[src/rtl/seq_limb_mul_pkg.sv]
// Shared types and helpers for the sequential limb multiplier.
package seq_limb_mul_pkg;

    typedef enum logic [1:0] {
        IDLE = 2'd0,
        RUN  = 2'd1,
        PIPE = 2'd2
    } state_t;

    function automatic int cnt_width(input int n);
        return (n <= 1) ? 1 : $clog2(n);
    endfunction

endpackage

[src/rtl/seq_limb_mul_limb.sv]
// Combinational LIMB x LIMB unsigned multiplier; the single shared arithmetic unit.
module limb_mul #(
    parameter int LIMB = 12
) (
    input  logic [LIMB-1:0]   input0,
    input  logic [LIMB-1:0]   input1,
    output logic [2*LIMB-1:0] output0
);

    assign output0 = {{LIMB{1'b0}}, input0} * {{LIMB{1'b0}}, input1};

endmodule

[src/rtl/seq_limb_mul.sv]
// WIDTH x WIDTH unsigned multiply by time-sharing one limb multiplier over K*K steps.
// Optional SEQ_LIMB_MUL_PIPE_EN registers the limb product and adds one drain step.
module seq_limb_mul
    import seq_limb_mul_pkg::*;
#(
    parameter int WIDTH = 24,
    parameter int LIMB  = 12
) (
    input  logic               clk,
    input  logic               rst,
    input  logic               start,
    input  logic [WIDTH-1:0]   input0,
    input  logic [WIDTH-1:0]   input1,
    output logic               busy,
    output logic               ready,
    output logic [2*WIDTH-1:0] output0
);

    localparam int K   = WIDTH / LIMB;
    localparam int NPP = K * K;
    localparam int CW  = cnt_width(NPP);
    localparam int PW  = 2 * WIDTH;
    localparam int SW  = $clog2(PW);

    state_t            r_state;
    state_t            w_state_nxt;
    logic [CW-1:0]     r_n;
    logic [WIDTH-1:0]  r_opa;
    logic [WIDTH-1:0]  r_opb;
    logic [PW-1:0]     r_acc;
    logic [PW-1:0]     r_out;
    logic              r_ready;

    logic [CW-1:0]     w_i;
    logic [CW-1:0]     w_j;
    logic              w_last;
    logic [LIMB-1:0]   w_a;
    logic [LIMB-1:0]   w_b;
    logic [2*LIMB-1:0] w_pp;
    logic [SW-1:0]     w_shamt;
    logic [PW-1:0]     w_add;
    logic [PW-1:0]     w_sum;

`ifdef SEQ_LIMB_MUL_PIPE_EN
    logic [2*LIMB-1:0] r_pp;
    logic [SW-1:0]     r_shamt;
`endif

    // Limb A index varies fastest: step n selects a[n mod K], b[n div K].
    always_comb begin
        w_i     = r_n % CW'(K);
        w_j     = r_n / CW'(K);
        w_last  = (r_n == CW'(NPP - 1));
        w_a     = r_opa[0 +: LIMB];
        w_b     = r_opb[0 +: LIMB];
        w_shamt = '0;
        if (r_state == RUN) begin
            w_a     = r_opa[w_i*LIMB +: LIMB];
            w_b     = r_opb[w_j*LIMB +: LIMB];
            w_shamt = SW'(LIMB) * (SW'(w_i) + SW'(w_j));
        end
    end

    limb_mul #(.LIMB(LIMB)) u_limb_mul (
        .input0  (w_a),
        .input1  (w_b),
        .output0 (w_pp)
    );

`ifdef SEQ_LIMB_MUL_PIPE_EN
    assign w_add = PW'(r_pp) << r_shamt;
`else
    assign w_add = PW'(w_pp) << w_shamt;
`endif
    assign w_sum = r_acc + w_add;

    always_ff @(posedge clk) begin
        if (rst) r_state <= IDLE;
        else     r_state <= w_state_nxt;
    end

    always_comb begin
        w_state_nxt = r_state;
        case (r_state)
            IDLE: if (start) w_state_nxt = RUN;
`ifdef SEQ_LIMB_MUL_PIPE_EN
            RUN:  if (w_last) w_state_nxt = PIPE;
            PIPE: w_state_nxt = IDLE;
`else
            RUN:  if (w_last) w_state_nxt = IDLE;
`endif
            default: w_state_nxt = IDLE;
        endcase
    end

    always_ff @(posedge clk) begin
        if (rst) begin
            r_n     <= '0;
            r_opa   <= '0;
            r_opb   <= '0;
            r_acc   <= '0;
            r_out   <= '0;
            r_ready <= 1'b0;
`ifdef SEQ_LIMB_MUL_PIPE_EN
            r_pp    <= '0;
            r_shamt <= '0;
`endif
        end else begin
            r_ready <= 1'b0;
            case (r_state)
                IDLE: begin
                    if (start) begin
                        r_opa <= input0;
                        r_opb <= input1;
                        r_acc <= '0;
                        r_n   <= '0;
`ifdef SEQ_LIMB_MUL_PIPE_EN
                        r_pp    <= '0;
                        r_shamt <= '0;
`endif
                    end
                end
                RUN: begin
                    r_acc <= w_sum;
                    r_n   <= w_last ? '0 : r_n + 1'b1;
`ifdef SEQ_LIMB_MUL_PIPE_EN
                    // Accumulation lags one step; the first RUN cycle adds the cleared r_pp.
                    r_pp    <= w_pp;
                    r_shamt <= w_shamt;
`else
                    if (w_last) begin
                        r_out   <= w_sum;
                        r_ready <= 1'b1;
                    end
`endif
                end
`ifdef SEQ_LIMB_MUL_PIPE_EN
                PIPE: begin
                    r_acc   <= w_sum;
                    r_out   <= w_sum;
                    r_ready <= 1'b1;
                end
`endif
                default: ;
            endcase
        end
    end

    assign busy    = (r_state != IDLE);
    assign ready   = r_ready;
    assign output0 = r_out;

endmodule

[config.mk]
export PLATFORM = sky130hd
export DESIGN_NAME = seq_limb_mul
export DESIGN_NICKNAME = d
export VERILOG_FILES = /design/src/rtl/seq_limb_mul_pkg.sv /design/src/rtl/seq_limb_mul_limb.sv /design/src/rtl/seq_limb_mul.sv
export SDC_FILE = /design/constraint.sdc
export NUM_CORES = 1
export LEC_CHECK = 0
export CAP_MARGIN = 20
export CORE_MARGIN = 2
export CORE_UTILIZATION = 44
export CTS_BUF_LIST = sky130_fd_sc_hd__clkbuf_4 sky130_fd_sc_hd__clkbuf_8 sky130_fd_sc_hd__clkbuf_16
export DETAILED_ROUTE_END_ITERATION = 6
export HOLD_SLACK_MARGIN = 0.15
export PLACE_DENSITY = 0.75
export REMOVE_ABC_BUFFERS = 1
export SLEW_MARGIN = 20
export SYNTH_ARGS = -nofsm -noshare
export SYNTH_HDL_FRONTEND = slang
export SYNTH_SLANG_ARGS = --single-unit
[constraint.sdc]
create_clock -name clk -period 9.2 [get_ports clk]
set_clock_uncertainty 0.15 [all_clocks]
set_input_delay 2.76 -clock clk [delete_from_list [all_inputs] [get_ports clk]]
set_output_delay 2.76 -clock clk [all_outputs]
set_load 0.01 [all_outputs]
* Word-level counts from Yosys, hierarchy flattened
Cells that the tools add are included.
** Storage, ports and cells
- Bits in latches :: 0
- Logic and storage cells :: 42
- Input bits :: 51
- Memories kept :: 0
- Bits in read-only memories :: 0
- Flip-flop bits (word level) :: 149
- Memory bits (writable) :: 0
- Output and inout port bits :: 50
** Operators by class
- Reduce and logical (&&, ||, !) cells :: 8
- Mux-type cells :: 12
- Multiply operators :: 4
- $lt $le $gt $ge :: 0
- Equal/unequal tests :: 4
- Bitwise operators :: 1
- Add/subtract/negate cells :: 3
- Divide/modulo/power cells :: 0
- Shift operators :: 3
** Operators by type and width (number)
- 48-bit case mux with 2 select lines :: 1
- 48-bit adder :: 1
- 48-bit 2-to-1 mux :: 1
- 24-bit by 6-bit variable part select with 12-bit output :: 2
- 24-bit by 6-bit << shifter with 48-bit output :: 1
- 12-bit by 12-bit multiplier with 24-bit output :: 1
- 12-bit 2-to-1 mux :: 2
- 2-bit 2-to-1 mux :: 4
- 2-bit case mux with 2 select lines :: 2
- 2-bit AND reduction :: 4
- 1-bit by 2-bit multiplier with 3-bit output, second input constant :: 2
- 6-bit 2-to-1 mux :: 1
- 2-bit by 2-bit multiplier with 4-bit output, first input constant :: 1
- 2-bit inequality test, second input constant :: 2
- 2-bit nonzero test :: 2
- 1-bit by 1-bit adder with 2-bit output :: 1
- 2-bit by 1-bit adder with 2-bit output, second input constant :: 1
- 2-bit by 1-bit equality test with 1-bit output, second input constant :: 1
- 2-bit equality test, second input constant :: 1
- 2-bit zero test :: 1
- 2-bit OR reduction :: 1
- 1-bit 2-to-1 mux :: 1
- 1-bit NOT :: 1

* Depth between registers and ports, before layout
Gate-level depths: netlist of the first run.
- Depth in word-level cells :: 7
- Mapped depth :: 41
- Depth with buffers taken out :: 37

* Modules after synthesis
From an unflattened synthesis of the first run, not the netlist that was laid out.
** Second synthesis, totals
- Cells, all modules :: 1862
- Area, all modules :: 14377.5 um^2
** By module, submodules not included
- seq_limb_mul :: area an instance 9546.7 um^2, cells each 1272, seq. area each 2962.8 um^2, instances 1
- limb_mul :: area an instance 4830.9 um^2, cells each 590, seq. area each 0.0 um^2, instances 1

* Least setup slack after synthesis of the first run
Ideal clock, no wire load.
- Path kind :: reg-to-reg
- From :: reg r_state[0]
- To :: reg r_acc[45]
- Path buffers :: 4
- Cell stages (with the launch flop) :: 41
- Arrival time :: 8.997 ns
- Path slack :: -0.075 ns
- Data required time :: 8.922 ns
- Cell sequence :: dfxtp_1 -> clkbuf_1 -> nand2_1 -> clkbuf_1 -> clkbuf_1 -> mux2i_1 -> nor2_1 -> fa_1 -> inv_1 -> fa_1 -> inv_1 -> fa_1 -> fa_1 -> inv_1 -> fa_1 -> inv_1 -> ha_1 -> and3_1 -> (+5 left out) -> nor3_1 -> xnor2_1 -> mux2i_1 -> o21ai_0 -> o22ai_1 -> ha_1 -> clkbuf_1 -> a21oi_1 -> nor2b_1 -> o21ai_0 -> a21oi_1 -> a21oi_1 -> o21ba_2 -> o21ai_2 -> a311oi_1 -> xnor2_1 -> a21oi_1 -> nor2_1
** On the way
- Longest elaborated chain between the ends :: 6
- Elaborated cells on any way between the ends :: 12
- Classes of those cells :: 1 x add/sub; 1 x mul; 2 x eq/ne; 1 x shift; 4 x mux; 3 x reduce/logical
** RTL lines
- start: declaration :: RTL line seq_limb_mul.sv:25 : state_t r_state;
- start signal: assignment :: RTL line seq_limb_mul.sv:79 : else r_state <= w_state_nxt;
- 2-bit by 1-bit equality test with 1-bit output :: RTL line seq_limb_mul.sv:57, seq_limb_mul.sv:110
- 12-bit 2-to-1 mux :: RTL line seq_limb_mul.sv:57 : if (r_state == RUN) begin
- 12-bit by 12-bit multiplier with 24-bit output :: RTL line seq_limb_mul_limb.sv:10 : assign output0 = {{LIMB{1'b0}}, input0} * {{LIMB{1'b0}}, input1};
- 24-bit by 6-bit << shifter with 48-bit output :: RTL line seq_limb_mul.sv:73 : assign w_add = PW'(w_pp) << w_shamt;
- 48-bit adder :: RTL line seq_limb_mul.sv:75 : assign w_sum = r_acc + w_add;
- 48-bit case mux with 2 select lines :: RTL line seq_limb_mul.sv:110 : case (r_state)
- end signal: assignment :: RTL line seq_limb_mul.sv:124 : r_acc <= w_sum;
- end: declaration :: RTL line seq_limb_mul.sv:30 : logic [PW-1:0] r_acc;
Parallel ways exist; a longest one is shown, timed or not.
A chain may end at the register's enable or synchronous reset.

* Worst setup path in the final report of the first run
- From :: reg r_n[1]
- To :: reg r_acc[45]
** On the way
- Longest elaborated chain between the ends :: 7
- Elaborated cells on any way between the ends :: 10
- Classes of those cells :: 2 x add/sub; 3 x mul; 2 x shift; 3 x mux
** RTL lines
- start: declaration :: RTL line seq_limb_mul.sv:27 : logic [CW-1:0] r_n;
- start signal: assignment :: RTL line seq_limb_mul.sv:125 : r_n <= w_last ? '0 : r_n + 1'b1;
- 1-bit by 2-bit multiplier with 3-bit output :: RTL line seq_limb_mul.sv:59 : w_b = r_opb[w_j*LIMB +: LIMB];
- 24-bit by 6-bit variable part select with 12-bit output :: RTL line seq_limb_mul.sv:59
- 12-bit 2-to-1 mux :: RTL line seq_limb_mul.sv:57
- 12-bit by 12-bit multiplier with 24-bit output :: RTL line seq_limb_mul_limb.sv:10
- 24-bit by 6-bit << shifter with 48-bit output (*) :: RTL line seq_limb_mul.sv:73
- 48-bit adder (*) :: RTL line seq_limb_mul.sv:75
- 48-bit case mux with 2 select lines (*) :: RTL line seq_limb_mul.sv:110
Mark *: on every way between the ends. The rest lies on a longest branch, timed or not.

==> results.md, run 1 <==
STA:
- The worst slack on hold paths is 306 ps.
- At the pin with the least slew margin, the transition time is 962 ps.
- Of the available clock period, the critical path in the final layout requires a little over nine tenths.
- The number of failing hold endpoints at the final stage is 0.
- The achievable clock frequency is 0.112 GHz.
- The final number of max-transition violations is 0.
- The routed design could run at a clock period as short as 8890 ps.
- The setup violation total in the final timing report is 0.
- The total negative setup slack is 0 ps.
- The worst pin sits at a relative slew slack of 35.6%.

Floorplan:
- In this run the standard cell core region covers 29800 um^2.
- The initial utilization of the core area, before any placement, comes to 44.9%.
- The count of standard-cell rows is 63.
- The die extent in x is roughly 180 um.
- The floorplan step defined a die boundary enclosing ~32000 um^2.
- The floorplan step set the die height to about 180 um.
- The number of top-level pins is between 100 and 150.

Yosys:
- The share of synthesized area in the top cell type comes to 22.1%.
- By area the synthesized netlist is led by sky130_fd_sc_hd__dfxtp_1 22%, sky130_fd_sc_hd__fa_1 15%, sky130_fd_sc_hd__ha_1 10%.
- Each instance of the synthesized netlist takes up on average 8.00 um^2.
- For this run, the number of Yosys warnings is 0.
- The post-synth design cell area is about 13000 um^2.
- The largest area contributor in the synthesized netlist is sky130_fd_sc_hd__dfxtp_1.
- Synthesis produced between 1500 and 2000 cells.
- The number of synthesized flops with an enable pin is 0.
- Of all flip-flops after synthesis, the portion carrying an async set or reset was 0%.
- The synthesized netlist contains 59 unique library cells.
- In this run, synthesis produced a sequential element count of 148.
- The most numerous cell in the Yosys netlist is sky130_fd_sc_hd__nand2_1.
- Sorting the synthesized cells by how often they occur yields 261 x sky130_fd_sc_hd__nand2_1, 179 x sky130_fd_sc_hd__a21oi_1, 159 x sky130_fd_sc_hd__nor2_1, 148 x sky130_fd_sc_hd__dfxtp_1, 146 x sky130_fd_sc_hd__inv_1.
- The most used flip-flop cell after synthesis is sky130_fd_sc_hd__dfxtp_1.
- Summing the sequential cell areas from Yosys gives ~22% of the chip area.

Layout:
- After the last flow step, the layout net total stands at 2024.
- Across the whole layout, storage elements account for 2970 um^2.
- Cells fill 53.1% of the core in the end.
- The number of diodes is 0.
- The area growth from synthesis to layout is 18.2%.
- The number of filler cells placed in the layout is 2761.
- The ratio of cells with drive above 1 in the final layout is under 10%.
- The multi-input combinational cells in the finished layout cover a total of slightly below 10000 um^2.

Detailed routing:
- The aggregate routed wire length is between 30000 and 40000 um.
- The number of optimization iterations in the first detailed-route pass is 5.
- Once detail routing completed, the nets flagged for antenna violations numbered 0.
- After the first detailed-routing iteration, the DRC count stood at just over 900.
- In the routed design, unresolved DRC markers number 0.
- Dividing the detail-routed wire length by the instance count gives 17.4 um.
- After detailed routing, the number of vias per cell comes to 5.58.
- The vias after detailed routing is 12100.

Clock network:
- No sink is reached through more buffers than the 2 on the longest clock path.
- The tree built by TritonCTS fans out to 148 sinks.
- The H-tree depth is 4.
- Clock-pin slew was measured on the worst setup and hold paths at 70 ps.
- TritonCTS built the clock tree.
- The total of hold buffers inserted after clock tree synthesis is 0.
- The total CTS buffers is 17.
- The library cell used as clock root buffer is sky130_fd_sc_hd__clkbuf_16.
- The later-pin clock latency in the skew report is 440 ps.

Placed design:
- The routability-driven placement congestion ratio is around 0.98.
- The half-perimeter wire length after detailed placement is 28900 um.
- Port buffering added 100 buffers.

Critical path:
- The worst setup path is launched from a flop.
- The worst setup path is of the flop to flop kind.
- The largest driver fanout on the critical path is 8.
- The data arrival time of the critical path is ~9100 ps.
- STA puts the critical path data required time at 9360 ps.
- The longest individual stage delay on the worst path is about 570 ps.
- The critical path's slowest cell is sky130_fd_sc_hd__fa_1.
- Among the stages of the critical path, the cell type that occurs most often is sky130_fd_sc_hd__a21o_1.
- The worst setup path is captured at a flop.

Global route:
- The via count of the first global-routing pass is 11700.
- The first global-routing pass estimated 60500 um of wire.
- Global routing used 24.1% of the available tracks.
- Entering global routing, the biggest net connects 62 pins.
- The initial antenna violation count is 0.
- After global routing the overflow that remains totals 0.

Power:
- The worst supply voltage drop on vdd is 0.124 mV.
- In this run the static leakage power is 7.36 nW.
- In this run the power density over the cells is 110 nW/um^2.

Outcome:
- The run finished with clean final reports.

Run:
- The count of max-cap constraint violations is 0.

Hold path:
- The type of the most critical hold path is flop to flop.
[cell type report]
class / instances / area share [%]
Clock buffer: 19 / 2.82
Clock inverter: 13 / 0.775
Inverter: 146 / 3.46
Multi-Input combinational cell: 1292 / 61.9
Sequential cell: 148 / 18.8
Tap cell: 390 / 3.08
Timing Repair Buffer: 155 / 9.16
[where the power goes]
| part | leakage, nW | total [mW] | internal (mW) | switching, mW |
|---|---|---|---|---|
| combinational | 5.88 | 0.368 | 0.139 | 0.229 |
| sequential | 1.20 | 0.672 | 0.658 | 0.0135 |
| clock | 0.275 | 0.698 | 0.386 | 0.312 |
[registers in the layout, summed over array words and instances (netlist names)]
signal	count
output0	48
r_acc	48
r_n	2
r_opa	24
r_opb	24
r_state	1
ready	1
[cells by family after synthesis]
| group | synth area share (%) |
|---|---|
| and+or+nand+nor | 18.6 |
| AOI/OAI and AO/OA | 19.4 |
| buffers and inverters | 6.51 |
| adders and majority gates | 25.6 |
| DFF | 22.1 |
| xor gates and xnor gates | 4.25 |
| muxes | 3.52 |
[through the flow]
step / instance area (um^2) / setup slack, ps / power [mW] / cells
after global routing: 15800 / -30.8 / 1.81 / 2163
final: 15800 / 307 / 1.74 / 2163
after global placement: 14900 / 154 / 1.03 / 2122
after CTS: 15500 / 51.5 / 1.74 / 2154
after floorplan: 13100 / -2000 / 0.901 / 1586
after detailed placement: 14900 / 68.6 / 1.04 / 2122
[critical path, delay by kind of cell, from the launching register on]
family                     cells  cell delay [ps]
adders and majority gates      7             3280
AOI/OAI and AO/OA             15             3060
and+or+nand+nor                6              770
muxes                          2              510
xor gates and xnor gates       2              380
DFF                            1              360
buffers and inverters          3              250
[cells in the final DEF (no fill, tap or decap), types with 5 or more instances in the layout]
| master | Yosys | final |
|---|---|---|
| sky130_fd_sc_hd__mux2_4 | 0 | 5 |
| sky130_fd_sc_hd__clkdlybuf4s50_1 | 0 | 98 |
| sky130_fd_sc_hd__a31oi_1 | 9 | 6 |
| sky130_fd_sc_hd__and3_1 | 13 | 12 |
| sky130_fd_sc_hd__mux2i_1 | 19 | 16 |
| sky130_fd_sc_hd__clkbuf_16 | 0 | 18 |
| sky130_fd_sc_hd__a21oi_1 | 179 | 174 |
| sky130_fd_sc_hd__xnor2_1 | 47 | 44 |
| sky130_fd_sc_hd__inv_1 | 146 | 146 |
| sky130_fd_sc_hd__a22o_1 | 48 | 48 |
| sky130_fd_sc_hd__mux2_2 | 25 | 20 |
| sky130_fd_sc_hd__nand4_1 | 11 | 11 |
| sky130_fd_sc_hd__a21o_1 | 42 | 42 |
| sky130_fd_sc_hd__nand2_1 | 261 | 259 |
| sky130_fd_sc_hd__a21oi_2 | 1 | 5 |
| sky130_fd_sc_hd__buf_4 | 0 | 53 |
| sky130_fd_sc_hd__nand2b_1 | 9 | 8 |
| sky130_fd_sc_hd__nor3_1 | 10 | 10 |
| sky130_fd_sc_hd__o21ai_0 | 41 | 39 |
| sky130_fd_sc_hd__o21a_1 | 5 | 5 |
| sky130_fd_sc_hd__fa_1 | 101 | 101 |
| sky130_fd_sc_hd__and2_1 | 23 | 23 |
| sky130_fd_sc_hd__nor3b_1 | 43 | 43 |
| sky130_fd_sc_hd__a211oi_1 | 12 | 12 |
| sky130_fd_sc_hd__dfxtp_1 | 148 | 145 |
| sky130_fd_sc_hd__ha_1 | 112 | 107 |
| sky130_fd_sc_hd__nand3_1 | 14 | 14 |
| sky130_fd_sc_hd__nor2_1 | 159 | 157 |
| sky130_fd_sc_hd__o22ai_1 | 14 | 14 |
| sky130_fd_sc_hd__nor2b_1 | 9 | 8 |
| sky130_fd_sc_hd__o21bai_1 | 13 | 13 |
| sky130_fd_sc_hd__xor2_1 | 18 | 17 |
| sky130_fd_sc_hd__o21ai_1 | 7 | 8 |
[per-layer routing]
layer / track usage (%) / routed length, um / vias to the layer above
met2: 40.8 / 18100 / 339
met3: 2.94 / 1620 / 57
li1: - / - / 5847
met1: 31.8 / 16800 / 5821
met5: 0 / 0 / -
met4: 7.89 / 1020 / 0
[path summary, 6_finish.rpt]
path / slack [ps] / start / cells after the start / to
max: 310 / r_n[1] / 35 / r_acc[45]
min reg2reg: 310 / r_opa[2] / 2 / r_opa[2]
max reg2reg: 310 / r_n[1] / 35 / r_acc[45]
min: 310 / r_opa[2] / 2 / r_opa[2]
[timing repair]
action / in CTS / in global routing
setup endpoints to repair: 0 / 37
resized for setup: 0 / 47
buffers inserted: 0 / 8
Note: power is estimated with default switching activity, not from simulation.
==> run 2, diff against run 1 <==
--- a/config.mk
+++ b/config.mk
@@ -5,6 +5,7 @@
 export SDC_FILE = /design/constraint.sdc
 export NUM_CORES = 1
 export LEC_CHECK = 0
+export ABC_CLOCK_PERIOD_IN_PS = 9200
 export CAP_MARGIN = 20
 export CORE_MARGIN = 2
 export CORE_UTILIZATION = 44
==> results of run 2 <==
Final layout, timing and power as in run 1 (identical DEF).
==> run 3, diff against run 2 <==
--- a/config.mk
+++ b/config.mk
@@ -11,6 +11,7 @@
 export CORE_UTILIZATION = 44
 export CTS_BUF_LIST = sky130_fd_sc_hd__clkbuf_4 sky130_fd_sc_hd__clkbuf_8 sky130_fd_sc_hd__clkbuf_16
 export DETAILED_ROUTE_END_ITERATION = 6
+export GPL_TIMING_DRIVEN = 0
 export HOLD_SLACK_MARGIN = 0.15
 export PLACE_DENSITY = 0.75
 export REMOVE_ABC_BUFFERS = 1
==> results.md, run 3 (same netlist as run 1, synthesis figures left out) <==
STA:
- The worst pin sits at a relative slew slack of 34.0%.
- The number of failing hold endpoints at the final stage is 0.
- For the pin with the worst max-slew slack, the measured transition is 987 ps.
- Once routing completed, OpenROAD measured the worst setup slack at 167 ps.
- The post-route clock period utilization is between 90% and 100%.
- The final number of max-transition violations was 0.
- Setup repair after global routing could not meet its margin everywhere.
- In the final timing run, aggregate negative setup slack is 0 ps.
- Setup violations remaining at the end of the flow were counted as 0.
- The time the worst path needs with I/O delays and setup is 9030 ps.
- Based on the critical path, the design can be clocked at up to 0.111 GHz.

Placed design:
- In this run, placement finished with an instance count of around 2100.
- At the placement stage, the worst setup path has a slack of -1930 ps.
- At the end of routability-driven placement, the weighted congestion stood at 0.958.
- Buffers placed on the I/O ports in this run total 100.
- The placed cell area is 14700 um^2.
- After legalization and detailed placement, the total HPWL measured 27000 um.

Critical path:
- STA classifies the critical path startpoint as a flop.
- Along the worst path, the maximum fanout reaches 8.
- For the worst setup path, the data arrival time is between 9000 and 10000 ps.
- The kind of critical path is flop to flop.
- Counting both buffers and inverters, the worst setup path holds a total of 5.
- For the worst setup path, the data required time is 9390 ps.
- The number of logic stages on the critical path including buffering is 36.
- The kind of cell adding the most delay to the critical path is adder cells.
- On the critical path, the stage with the largest delay is an instance of sky130_fd_sc_hd__fa_1.
- For the worst flop-to-flop path, the logic depth is 36.
- The most used cell along the critical path is sky130_fd_sc_hd__fa_1.
- The longest individual stage delay on the worst path is between 500 and 600 ps.
- The worst setup path is captured at a flop.

Floorplan:
- The placeable core area is slightly below 30000 um^2.
- The die extent in x is 178 um.
- The number of top-level pins is between 100 and 150.
- The count of standard-cell rows is between 60 and 70.
- The area of the die is about 32000 um^2.
- The initial core utilization is 44.9%.
- The vertical die dimension is 178 um.

Hold path:
- The tightest min-delay check is of the flop to flop type.
- The hold path depth is 2.

Outcome:
- The flow ran to the end, and the final reports show no timing, DRC or antenna violations.

Clock network:
- The later-pin clock latency in the skew report is 460 ps.
- The H-tree depth is 4.
- The clock slew seen by the registers of the worst setup and hold paths is ~70 ps.
- TritonCTS built the clock tree.
- The buffer depth of the longest clock path is 2.
- The root buffer cell chosen for the clock tree is sky130_fd_sc_hd__clkbuf_16.
- The sink count of the clock tree is 148.
- The total CTS buffers is 17.
- After clock tree synthesis, the flow added hold-fix buffers numbering 0.

Power:
- The areal power density over the cells is 110 nW/um^2.
- The leakage dissipation is 7.38 nW.
- The worst-case IR drop observed on VDD is 0.131 mV.

Run:
- Across the run, the number of max-cap violations was 0.

Global route:
- The via count of the first global-routing pass is 12100.
- Entering global routing, the biggest net connects 73 pins.
- For this run the aggregate overflow at the end of global routing stands at 0.
- Global routing consumed, over all layers together, 24.4% of the routing resources.
- The initial antenna violation count is 0.
- The global-route wire length before repair is 61600 um.

Detailed routing:
- The average wire per standard cell is 17.7 um.
- The aggregate routed wire length is 38300 um.
- The vias after detailed routing is 12300.
- The number of optimization iterations in the first detailed-route pass is 6.
- The number of DRC markers in iteration 0 is 864.
- The routed via count divided by cell count is 5.69.
- The post-route antenna net violation count is 0.
- The post-detailed-route DRC marker count is 0.

Layout:
- For this run, the share of the core covered by cells in the final layout is 55.0%.
- Relative to the synthesized area, the layout overhead comes to 22.4%.
- The top cell types in the final layout, fill and taps aside, are 258 x sky130_fd_sc_hd__nand2_1, 171 x sky130_fd_sc_hd__a21oi_1, 156 x sky130_fd_sc_hd__nor2_1.
- The multi-input combinational cells in the finished layout cover a total of 10200 um^2.
- The finished cells cover 16400 um^2.
- The number of diodes is 0.
- The sequential cells in the finished layout cover a total of 2970 um^2.
- The ratio of cells with drive above 1 in the final layout is 11.1%.
- After the flow finishes, the layout carries non-filler instances totaling 2160.
- At the end of the flow, the number of nets in the layout was around 2000.
- After filler insertion, the fill cell instance count of the layout stands at 2631.
- The most common cell after layout, fill and taps aside is sky130_fd_sc_hd__nand2_1.
==> run 3: final timing paths <==
path,startpoint,slack (ps),end
max,r_state[0],170,r_acc[47]
min,r_opa[22],310,r_opa[22]
max reg2reg,r_state[0],170,r_acc[47]
min reg2reg,r_opa[22],310,r_opa[22]
==> run 3: per-layer routing <==
| metal | vias to the layer above | global-route usage [%] | part of all wire (%) |
|---|---|---|---|
| met5 | - | 0 | 0 |
| met2 | 464 | 40.7 | 47 |
| met1 | 5902 | 30.9 | 42 |
| li1 | 5825 | - | - |
| met4 | 0 | 10.5 | 4.0 |
| met3 | 104 | 4.50 | 6.8 |
==> run 3: power by group <==
group | switching, mW | leakage (nW) | internal [mW] | total, mW
Sequential | 0.0170 | 1.20 | 0.658 | 0.675
Combinational | 0.236 | 5.88 | 0.153 | 0.390
Clock | 0.297 | 0.297 | 0.439 | 0.737
Total | 0.550 | 7.38 | 1.25 | 1.80
==> run 3: area by class of cell <==
cell class | count | area share (%)
Multi-Input combinational cell | 1294 | 62.3
Sequential cell | 148 | 18.2
Timing Repair Buffer | 150 | 9.51
Inverter | 146 | 3.35
Tap cell | 390 | 2.98
Clock buffer | 20 | 2.77
Clock inverter | 12 | 0.947
==> run 3: per-stage QoR <==
stage	hold slack, ps	total power [mW]
after floorplan	277	0.901
after global placement	291	1.01
after detailed placement	298	1.02
after CTS	306	1.78
after global routing	331	1.87
final	309	1.80
==> run 3: what timing repair did <==
action,in CTS,in global routing
gates cloned,3,1
gates resized for setup,48,67
pin swaps,4,27
endpoints found under the setup margin,58,41
buffers inserted,15,26
==> run 3: worst reg2reg max path, delay by kind of cell, from the launching register on <==
kind | cells | cell delay, ps
fa+ha+maj | 7 | 3180
compound gates | 16 | 3100
simple gates | 4 | 560
mux | 2 | 510
buf+inv | 5 | 500
xor+xnor | 2 | 460
flops | 1 | 440
